<file path="src/rtl/timer_irq_source_if.sv">
// Peripheral bus bundle for timer_irq_source: word select, write strobe, write/read data.
// Latency: rdata is combinational on addr; writes are sampled at the clock edge.
// Backpressure: none, every access completes in the cycle it is presented.
//
// Ports (signals):
//   addr  [1:0]      word select (bus address[3:2])
//   we               write strobe
//   wdata [WIDTH-1:0] write data
//   rdata [WIDTH-1:0] read data for addr
interface timer_irq_source_if #(
  parameter int WIDTH = 32
) ();
  logic [1:0]       addr;
  logic             we;
  logic [WIDTH-1:0] wdata;
  logic [WIDTH-1:0] rdata;

  modport master (output addr, output we, output wdata, input rdata);
  modport slave  (input addr, input we, input wdata, output rdata);
endinterface

</file>
<file path="src/rtl/timer_irq_source.sv">
// Down-counting timer peripheral raising one CP0 interrupt line (one-shot level / auto-reload pulse).
// Latency: irq rises PRESET+3 edges after the edge that writes EN=1; reads are combinational.
// Backpressure: none, register accesses are accepted every cycle.
//
// Ports:
//   clk    system clock, all state changes on posedge
//   reset  asynchronous active-low reset
//   bus    slave side of the register bus (addr/we/wdata in, rdata out)
//   irq    interrupt request, decoded from registered state only
module timer_irq_source #(
  parameter int WIDTH = 32
) (
  input  logic              clk,
  input  logic              reset,
  timer_irq_source_if.slave bus,
  output logic              irq
);

  typedef enum logic [1:0] {
    ST_IDLE = 2'd0,
    ST_LOAD = 2'd1,
    ST_CNT  = 2'd2,
    ST_INT  = 2'd3
  } state_t;

  state_t           state_q, state_d;
  logic             en_q, en_d;
  logic [1:0]       mode_q, mode_d;
  logic             im_q, im_d;
  logic [WIDTH-1:0] preset_q, preset_d;
  logic [WIDTH-1:0] count_q, count_d;

  logic ctrl_wr;
  logic preset_wr;
  logic auto_reload;

  assign ctrl_wr     = bus.we && (bus.addr == 2'd0);
  assign preset_wr   = bus.we && (bus.addr == 2'd1);
  // Only MODE==1 reloads; the two unused encodings fall back to one-shot.
  assign auto_reload = (mode_q == 2'd1);

  always_comb begin
    state_d  = state_q;
    en_d     = en_q;
    mode_d   = mode_q;
    im_d     = im_q;
    preset_d = preset_q;
    count_d  = count_q;

    unique case (state_q)
      ST_IDLE: begin
        if (en_q) state_d = ST_LOAD;
      end
      ST_LOAD: begin
        count_d = preset_q;
        state_d = ST_CNT;
      end
      ST_CNT: begin
        if (!en_q) begin
          state_d = ST_IDLE;
        end else if (count_q == '0) begin
          state_d = ST_INT;
          // One-shot disarms itself so software must re-enable explicitly.
          if (!auto_reload) en_d = 1'b0;
        end else begin
          count_d = count_q - WIDTH'(1);
        end
      end
      ST_INT: begin
        if (auto_reload) begin
          state_d = en_q ? ST_LOAD : ST_IDLE;
        end else if (ctrl_wr) begin
          // Any CTRL write acknowledges a one-shot interrupt.
          state_d = ST_IDLE;
        end
      end
      default: state_d = ST_IDLE;
    endcase

    // Bus writes are applied last so they override the EN auto-clear on the same edge.
    if (ctrl_wr) begin
      en_d   = bus.wdata[0];
      mode_d = bus.wdata[2:1];
      im_d   = bus.wdata[3];
    end
    if (preset_wr) preset_d = bus.wdata;
  end

  always_ff @(posedge clk or negedge reset) begin
    if (!reset) begin
      state_q  <= ST_IDLE;
      en_q     <= 1'b0;
      mode_q   <= 2'd0;
      im_q     <= 1'b0;
      preset_q <= '0;
      count_q  <= '0;
    end else begin
      state_q  <= state_d;
      en_q     <= en_d;
      mode_q   <= mode_d;
      im_q     <= im_d;
      preset_q <= preset_d;
      count_q  <= count_d;
    end
  end

  always_comb begin
    bus.rdata = '0;
    unique case (bus.addr)
      2'd0:    bus.rdata = {{(WIDTH-4){1'b0}}, im_q, mode_q, en_q};
      2'd1:    bus.rdata = preset_q;
      2'd2:    bus.rdata = count_q;
      default: bus.rdata = '0;
    endcase
  end

  assign irq = (state_q == ST_INT) && im_q;

endmodule

</file>
<file path="src/flat_wrapper.sv">
// flat-port wrapper written by rule: the top's interface ports become plain ports
module timer_irq_source_flat 
#(
  parameter int WIDTH = 32
)
  (clk, reset, irq, bus_addr, bus_we, bus_wdata, bus_rdata);
  timer_irq_source_if #(.WIDTH(WIDTH)) bus_i ();
  input  logic clk;
  input  logic reset;
  output logic irq;
  input wire logic [$bits(bus_i.addr)-1:0] bus_addr;
  input wire logic [$bits(bus_i.we)-1:0] bus_we;
  input wire logic [$bits(bus_i.wdata)-1:0] bus_wdata;
  output wire logic [$bits(bus_i.rdata)-1:0] bus_rdata;
  assign bus_i.addr = bus_addr;
  assign bus_i.we = bus_we;
  assign bus_i.wdata = bus_wdata;
  assign bus_rdata = bus_i.rdata;
  timer_irq_source #(.WIDTH(WIDTH)) u_core (.clk(clk), .reset(reset), .bus(bus_i), .irq(irq));
endmodule
</file>
<file path="config.mk">
export PLATFORM = sky130hd
export DESIGN_NAME = timer_irq_source_flat
export DESIGN_NICKNAME = d
export VERILOG_FILES = /design/src/rtl/timer_irq_source_if.sv /design/src/rtl/timer_irq_source.sv /design/src/flat_wrapper.sv
export SDC_FILE = /design/constraint.sdc
export NUM_CORES = 1
export LEC_CHECK = 0
export ABC_AREA = 0
export CAP_MARGIN = 5
export CORE_MARGIN = 10
export CORE_UTILIZATION = 45
export DETAILED_ROUTE_END_ITERATION = 8
export GPL_ROUTABILITY_DRIVEN = 0
export PLACE_DENSITY_LB_ADDON = 0.05
export SYNTH_ARGS = -nofsm -noshare
export SYNTH_HDL_FRONTEND = slang
export SYNTH_SLANG_ARGS = --single-unit
export TNS_END_PERCENT = 1
</file>
<file path="constraint.sdc">
create_clock -name clk -period 2.1 [get_ports clk]
set_input_delay 0.42 -clock clk [delete_from_list [all_inputs] [get_ports clk]]
set_output_delay 0.42 -clock clk [all_outputs]
set_load 0.02 [all_outputs]
</file>
* Word-level counts from Yosys, hierarchy flattened
Index checks and enable logic that the tools add are counted.
** Cells by class
- $add $sub $neg :: 1
- Equality and inequality tests :: 11
- Multiplexer cells :: 16
- Reductions and logical operators :: 10
** Operators with widths (number)
- one-hot mux 32 bit (3 select lines) :: 1
- two-way mux 32 bit :: 2
- one-hot mux 32 bit (2 select lines) :: 1
- logical NOT 32 bit :: 1
- subtractor 32 x 1 -> 32 bit, second input constant :: 1
- two-way mux 2 bit :: 5
- one-hot mux 2 bit (4 select lines) :: 1
- == test 2 x 1 -> 1 bit, second input constant :: 3
- == test 2 bit, second input constant :: 3
- two-way mux 1 bit :: 6
- AND reduction 3 bit :: 2
- logical NOT 2 bit :: 2
- inequality test 2 x 1 -> 1 bit, second input constant :: 2
- nonzero test 2 bit :: 2
- logical AND 1 bit :: 3
- inequality test 3 x 1 -> 1 bit, second input constant :: 1
- inequality test 3 bit, second input constant :: 1
- inequality test 2 bit, second input constant :: 1
** Word-level totals
- Flip-flop bits (word level) :: 70
- Bits of input ports :: 37
- Output and inout port bits :: 33
- Word-level logic and storage cells :: 44

* Depth between registers and ports, before layout
Gate-level depths: netlist of run 1.
- Depth in word-level cells :: 6
- Depth in mapped cells :: 8

* Least setup slack after synthesis of run 1
Ideal clock, no wire load.
- Path type :: register to register
- Start point :: reg u_core.count_q[0]
- End point :: reg u_core.count_q[26]
- Library setup time :: 131 ps
- Arrival :: 2094 ps
- Required time :: 1969 ps
- Path slack :: -126 ps
- Cell stages (with the launch flop) :: 8
- Cell sequence :: dfrtp_1 -> inv_1 -> ha_1 -> or3b_2 -> nor4_4 -> nand3_1 -> and3_1 -> or3_1
** Between the ends
- Word-level cells in the longest chain between the ends :: 4
- Elaborated cells on any way between the ends :: 7
** Ends and longest elaborated chain
- start: declaration :: line timer_irq_source.sv:31 : logic [WIDTH-1:0] count_q, count_d;
- start signal: assignment :: line timer_irq_source.sv:103 : count_q <= count_d;
- subtractor 32 x 1 -> 32 bit :: line timer_irq_source.sv:66 : count_d = count_q - WIDTH'(1);
- two-way mux 32 bit :: line timer_irq_source.sv:61 : end else if (count_q == '0) begin
- two-way mux 32 bit :: line timer_irq_source.sv:59 : if (!en_q) begin
- one-hot mux 32 bit (2 select lines) :: line timer_irq_source.sv:50 : unique case (state_q)
Parallel ways exist; a longest one is shown, timed or not. The select of a mux whose other input is x is not followed.
A chain may end at the register's enable or synchronous reset.

* Worst setup path in the final report of run 1
- Start point :: reg u_core.count_q[1]
- End point :: reg u_core.count_q[28]
The elaborated chain is that of the path after synthesis.

==> results of run 1 <==
-- worst max-delay path: stages (launching register included) --
cell and delay, ns:
dfrtp_1 0.41, inv_2 0.08, ha_4 0.14, or3b_4 0.40, nor4_4 0.33, buf_4 0.20
nand4_1 0.17, o311ai_2 0.32, o21ai_1 0.11
-- cell families after synthesis --
| group | after synthesis | synth area share [%] |
|---|---|---|
| AO/OA/AOI/OAI | 118 | 22.1 |
| adder cells (fa/ha/maj) | 5 | 1.53 |
| buffers and inverters | 36 | 3.34 |
| flip-flops | 70 | 42.9 |
| multiplexers | 43 | 11.6 |
| AND/OR/NAND/NOR | 140 | 18.6 |
-- timing repair --
action / CTS / global route
gates resized for setup: 111 / 38
gates cloned: 0 / 0
buffers inserted: 2 / 9
pin swaps: 7 / 14
endpoints found under the setup margin: 64 / 52
-- placed cells by master, fill, tap and decap left out, drive strengths merged, types with 4 or more instances in the layout --
cell type / n
buf: 118
dfrtp: 70
nand2: 43
mux2: 35
clkdlybuf4s50: 33
a22o: 28
clkdlybuf4s15: 27
nor2: 21
clkbuf: 18
o21ai: 17
nor4: 16
o311ai: 15
a21oi: 13
inv: 13
or3: 11
nand3: 10
nor3: 9
mux2i: 8
nand4: 7
o22ai: 7
o211ai: 6
ha: 5
a211oi: 5
or4: 4
a31oi: 4
nor2b: 4
-- per-stage QoR --
stage | utilization [%] | hold slack (ns) | std cells | total power, mW | instance area, µm²
after global routing | 69.9 | 0.115 | 699 | 8.74 | 6130
final | 69.9 | 0.0640 | 699 | 8.19 | 6130
after floorplan | - | 0.124 | 412 | 4.51 | 4090
after CTS | 68.0 | 0.108 | 691 | 7.83 | 5960
after global placement | 64.7 | 0.480 | 673 | 6.62 | 5670
after detailed placement | 64.7 | 0.480 | 673 | 6.71 | 5670
-- final timing paths --
path | start | endpoint | slack [ns] | depth (start not counted)
max | u_core.count_q[1] | u_core.count_q[28] | -0.17 | 8
min | reset | u_core.preset_q[12] | 0.06 | 2
max reg2reg | u_core.count_q[1] | u_core.count_q[28] | -0.17 | 8
min reg2reg | u_core.preset_q[25] | u_core.preset_q[25] | 0.53 | 1
max in group asynchronous | reset | u_core.count_q[3] | 1.67 | 2
min in group clk | u_core.preset_q[25] | u_core.preset_q[25] | 0.53 | 1
-- cell type report --
cell class                      instances  area, µm²  area share (%)
Clock buffer                           12        135            2.20
Clock inverter                          4       47.5           0.776
Inverter                               13       48.8           0.796
Multi-Input combinational cell        306       2390            39.0
Sequential cell                        70       1750            28.6
Tap cell                              108        135            2.20
Timing Repair Buffer                  186       1620            26.5
-- flip-flops by register name, indices dropped and copies added, names as in the netlist --
register and flops:
u_core.preset_q 32, u_core.state_q 2, u_core.en_q 1, u_core.mode_q 2, u_core.count_q 32, u_core.im_q 1
-- power by group through the flow --
| stage | Sequential, mW | Combinational, mW | Clock [mW] |
|---|---|---|---|
| floorplan | 2.27 | 2.24 | 0 |
| global placement | 2.22 | 4.40 | 0 |
| detailed placement | 2.24 | 4.47 | 0 |
| CTS | 2.22 | 4.53 | 1.09 |
| global route | 2.30 | 5.29 | 1.14 |
| finish | 2.24 | 4.87 | 1.07 |
-- metal layers --
| layer | vias up | global-route usage, % | part of all wire (%) |
|---|---|---|---|
| li1 | 1952 | - | - |
| met3 | 23 | 4.90 | 7.3 |
| met5 | - | 0 | 0 |
| met2 | 163 | 32.1 | 48 |
| met1 | 2034 | 26.5 | 43 |
| met4 | 0 | 6.19 | 1.5 |
==> impl_metrics.env, run 1 <==
export IMPL_yosysWarnings=0
export IMPL_drtIter0Drc=219
export IMPL_clock_fmax_ghz=0.441
export IMPL_clock_path_buffers=2
export IMPL_synth_seq_cells=70
export IMPL_numPortBuffers=69
export IMPL_startpoint_type="register"
export IMPL_outcome="complete, but fails checks"
export IMPL_final_max_slew_viol_count=0
export IMPL_end_kind="register"
export IMPL_ys_top_cells_by_area="dfrtp_1 (43%), mux2_2 (9.6%), a22o_1 (6.0%)"
export IMPL_pre_cts_ws_ns=-0.568
export IMPL_hold_violations=0
export IMPL_setup_viol=26
export IMPL_synthesis_area_mm2=0.00409
export IMPL_via_per_inst=5.97
export IMPL_cts_buffers=9
export IMPL_cts_sinks=70
export IMPL_violations="setup timing"
export IMPL_synth_seq_area_share_pct=42.9
export IMPL_core_area_mm2=0.00876
export IMPL_path_class="register to register"
export IMPL_row_count=34
export IMPL_die_y_um=115
export IMPL_ctsHoldBuffers=0
export IMPL_synth_edf_count=0
export IMPL_syn_nets=454
export IMPL_drt_pass1_iterations=4
export IMPL_dieArea_mm2=0.0133
export IMPL_slew_limit_headroom_pct=71.2
export IMPL_n_antenna_cell=0
export IMPL_final_nets=628
export IMPL_setup_tns_ns=-2.37
export IMPL_p_sw_share_pct=42.4
export IMPL_syn_inst=412
export IMPL_pin_count=70
export IMPL_crit_required_ns=2.33
export IMPL_syn_area_per_cell_um2=9.92
export IMPL_synthArstFlopShare_pct=100
export IMPL_irDropWorstVdd_mv=0.539
export IMPL_fin_ws_ns=-0.167
export IMPL_synth_top_cell_area_share_pct=42.9
export IMPL_ys_flop_type="dfrtp_1"
export IMPL_p_sw_mw=3.47
export IMPL_wirelength_mm=13.5
export IMPL_finalCritPeriodShare_pct=108
export IMPL_root_buffer="clkbuf_8"
export IMPL_grt_ovfl_total=0
export IMPL_yosysTopAreaCell="dfrtp_1"
export IMPL_synth_commonest_cells="dfrtp_1 (70), nand2_1 (43), mux2_2 (35)"
export IMPL_avgRoutedWirePerCell_um=19.4
export IMPL_cp_arrival_ns=2.49
export IMPL_skew_ns=0.00951
export IMPL_synth_cell_types=59
export IMPL_internal_power_mw=4.71
export IMPL_leakagePower_nw=2.60
export IMPL_grt_max_degree=71
export IMPL_drtAntennaViolNets=0
export IMPL_clockPowerShare_pct=13.1
export IMPL_critPathMaxFanout=5
export IMPL_drive_above_1_share_pct=39.6
export IMPL_dp_hpwl_mm=9.87
export IMPL_fillers=731
export IMPL_rsz0062_at_grt="yes"
export IMPL_comb_power_share_pct=59.5
export IMPL_seq_power_share_pct=27.4
export IMPL_clk_pin_slew_worst_paths_ns=0.08
export IMPL_max_cap_violations=0
export IMPL_die_x_um=115
export IMPL_cts_tree="yes"
export IMPL_clock_latency_ns=0.35
export IMPL_track_usage_pct=20.2
export IMPL_start_util_pct=46.6
export IMPL_p_per_area_mw_per_mm2=1340
export IMPL_worstMarginPinSlew_ns=0.426
export IMPL_area_growth_pct=50.0
export IMPL_grt_pass1_wl_mm=21.9
export IMPL_hp_class="primary input to async pin"
export IMPL_grt_pass1_vias=4266
export IMPL_vias=4172
export IMPL_timing_final_crit_period_ns=2.27
export IMPL_synth_most_common_cell="dfrtp_1"
export IMPL_drc=0
export IMPL_htree_num_levels=3
export IMPL_antenna_found_initial=0
(Power assumes the default switching activity.)
==> run 2: changes to the inputs <==
--- a/config.mk
+++ b/config.mk
@@ -6,8 +6,7 @@
 export NUM_CORES = 1
 export LEC_CHECK = 0
 export ABC_AREA = 0
-export CAP_MARGIN = 5
-export CORE_MARGIN = 10
+export CAP_MARGIN = 20
 export CORE_UTILIZATION = 45
 export DETAILED_ROUTE_END_ITERATION = 8
 export GPL_ROUTABILITY_DRIVEN = 0
==> run 2 against run 1 <==
Against the previous run:
- the flow still finishes with violations (setup timing)
- sequential share of layout area is 0.72 points higher
- clock-buffer cell count shrank 1
- die area shrank 29%
- sequential power about the same
- final cell count fell by 2.0%
- global-route usage is 7.2 points higher
- combinational power fell by 5.1%
- non-clock buffer count decreased by 14
- wire length fell by 5.6%
- first-iteration DRC count increased by 110%
- power down 2.9%
- highest routed layer unchanged
==> impl_metrics.env, run 2 (synthesis gave the netlist of run 1 again) <==
export IMPL_outcome="complete, but fails checks"
export IMPL_violations="setup timing"
export IMPL_worstReg2RegEnd="u_core.count_q[21]"
export IMPL_cts_sinks=70
export IMPL_leakagePower_nw=2.51
export IMPL_max_cap_violations=0
export IMPL_reg_top3="u_core.count_q (32), u_core.preset_q (32)"
export IMPL_multi_input_area_mm2=0.00232
export IMPL_dieArea_mm2=0.00947
export IMPL_drtAntennaViolNets=0
export IMPL_avgRoutedWirePerCell_um=18.7
export IMPL_clock_latency_ns=0.35
export IMPL_final_common_cell="buf_4"
export IMPL_clock_path_buffers=2
export IMPL_grt_pass1_vias=4114
export IMPL_pin_count=70
export IMPL_rrSetupSlack_ns=-0.20
export IMPL_placed_cell_area_mm2=0.00558
export IMPL_final_nets=614
export IMPL_comb_power_share_pct=58.1
export IMPL_grt_max_degree=71
export IMPL_critPathMaxFanout=4
export IMPL_drc=0
export IMPL_p_sw_mw=3.36
export IMPL_clock_fmax_ghz=0.436
export IMPL_worstRegToRegCells=6
export IMPL_start_util_pct=46.6
export IMPL_holdWs_ns=0.0842
export IMPL_track_usage_pct=27.4
export IMPL_skew_ns=0.00703
export IMPL_drive_above_1_share_pct=38.0
export IMPL_via_per_inst=6.03
export IMPL_layout_common_cells="buf_4 (98), dfrtp_1 (70), nand2_1 (42)"
export IMPL_hp_class="primary input to async pin"
export IMPL_worstMarginPinSlew_ns=0.413
export IMPL_dp_hpwl_mm=9.01
export IMPL_clk_pin_slew_worst_paths_ns=0.08
export IMPL_p_sw_share_pct=42.3
export IMPL_ctsHoldBuffers=0
export IMPL_cts_tree="yes"
export IMPL_area_growth_pct=46.3
export IMPL_final_area_mm2=0.00598
export IMPL_wirelength_mm=12.8
export IMPL_grt_pass1_wl_mm=20.7
export IMPL_slew_limit_headroom_pct=72.3
export IMPL_p_per_area_mw_per_mm2=1330
export IMPL_path_class="register to register"
export IMPL_drtIter0Drc=454
export IMPL_numPortBuffers=69
export IMPL_clockPowerShare_pct=14.2
export IMPL_fillers=717
export IMPL_fin_util_pct=68.2
export IMPL_pre_cts_ws_ns=-0.508
export IMPL_drt_pass1_iterations=6
export IMPL_row_count=34
export IMPL_final_max_slew_viol_count=0
export IMPL_rsz0062_at_grt="yes"
export IMPL_crit_required_ns=2.36
export IMPL_n_antenna_cell=0
export IMPL_internal_power_mw=4.59
export IMPL_setup_viol=57
export IMPL_finalCritPeriodShare_pct=109
export IMPL_grt_ovfl_total=0
export IMPL_hold_violations=0
export IMPL_total_power_mw=7.95
export IMPL_die_y_um=97.3
export IMPL_core_area_mm2=0.00876
export IMPL_root_buffer="clkbuf_8"
export IMPL_seq_power_share_pct=27.8
export IMPL_r2r_start="u_core.count_q[0]"
export IMPL_htree_num_levels=3
export IMPL_timing_final_crit_period_ns=2.30
export IMPL_irDropWorstVdd_mv=0.696
export IMPL_cp_arrival_ns=2.55
export IMPL_seqCellArea_mm2=0.00175
export IMPL_startpoint_type="register"
export IMPL_antenna_found_initial=0
export IMPL_die_x_um=97.3
export IMPL_cts_buffers=9
export IMPL_vias=4132
export IMPL_fin_ws_ns=-0.195
export IMPL_end_kind="register"
==> run 2: cell types whose count changed in the layout (fill, tap and decap cells not counted), moves of 3 or more <==
cell / previous run / this run
buf_4: 108 / 98
buf_6: 6 / 3
clkbuf_2: 6 / 0
clkdlybuf4s15_2: 24 / 28
nor4_2: 2 / 5
nor4_4: 5 / 2
o311ai_0: 6 / 9
o311ai_1: 7 / 4
==> run 2: final cells by class <==
cell class / instances / share of cell area, %
clock buffer: 11 / 2.36
clock inverter: 5 / 0.983
inverter: 13 / 0.816
multi-input combinational: 306 / 38.8
sequential: 70 / 29.3
tap: 108 / 2.26
timing repair buffer: 172 / 25.5
==> run 2: power by group through the flow <==
stage | Clock, mW | Sequential (mW) | Combinational [mW]
4_1_cts | 1.15 | 2.19 | 4.46
5_1_grt | 1.20 | 2.27 | 4.99
3_5_place_dp | 0 | 2.22 | 4.41
6_report | 1.13 | 2.21 | 4.62
2_1_floorplan | 0 | 2.27 | 2.24
3_3_place_gp | 0 | 2.20 | 4.30
==> run 2: worst max-delay path, stage by stage (launching register included) <==
cell and delay, ns:
dfrtp_1 0.42, or4_4 0.55, nor4_4 0.35, o311ai_2 0.18, buf_4 0.18, or3_1 0.32, o311ai_2 0.20
==> run 2: how the worst max path moves through the flow <==
| stage | from | to | slack (ns) | cells after the start |
|---|---|---|---|---|
| finish | u_core.count_q[0] | u_core.count_q[21] | -0.20 | 6 |
| global route | u_core.count_q[0] | u_core.count_q[21] | -0.24 | 6 |
| CTS | u_core.count_q[13] | u_core.count_q[21] | -0.21 | 6 |
| detailed placement | bus_addr[1] | bus_rdata[19] | -0.51 | 5 |
| global placement | bus_addr[1] | bus_rdata[19] | -0.49 | 5 |
| floorplan | u_core.count_q[0] | u_core.count_q[26] | -0.11 | 7 |
==> run 2: metrics by stage <==
step / instances / setup TNS [ns]
floorplan: 412 / -0.940
global placement: 663 / -19.78
finish: 685 / -5.45
CTS: 683 / -5.27
detailed placement: 663 / -21.14
global route: 685 / -9.09
==> run 2: routing by layer <==
layer | vias to the layer above | routed length, µm | track usage [%]
li1 | 1927 | - | -
met1 | 2003 | 5740 | 38.5
met2 | 177 | 5950 | 43.0
met3 | 25 | 857 | 4.89
met4 | 0 | 244 | 8.60
met5 | - | 0 | 0
==> run 2: repair_timing <==
| action | 4_1_cts | 5_1_grt |
|---|---|---|
| gates resized for setup | 108 | 20 |
| pin swaps | 10 | 6 |
| gates cloned | 0 | 0 |
| setup endpoints to repair | 66 | 68 |
| setup buffers | 4 | 2 |
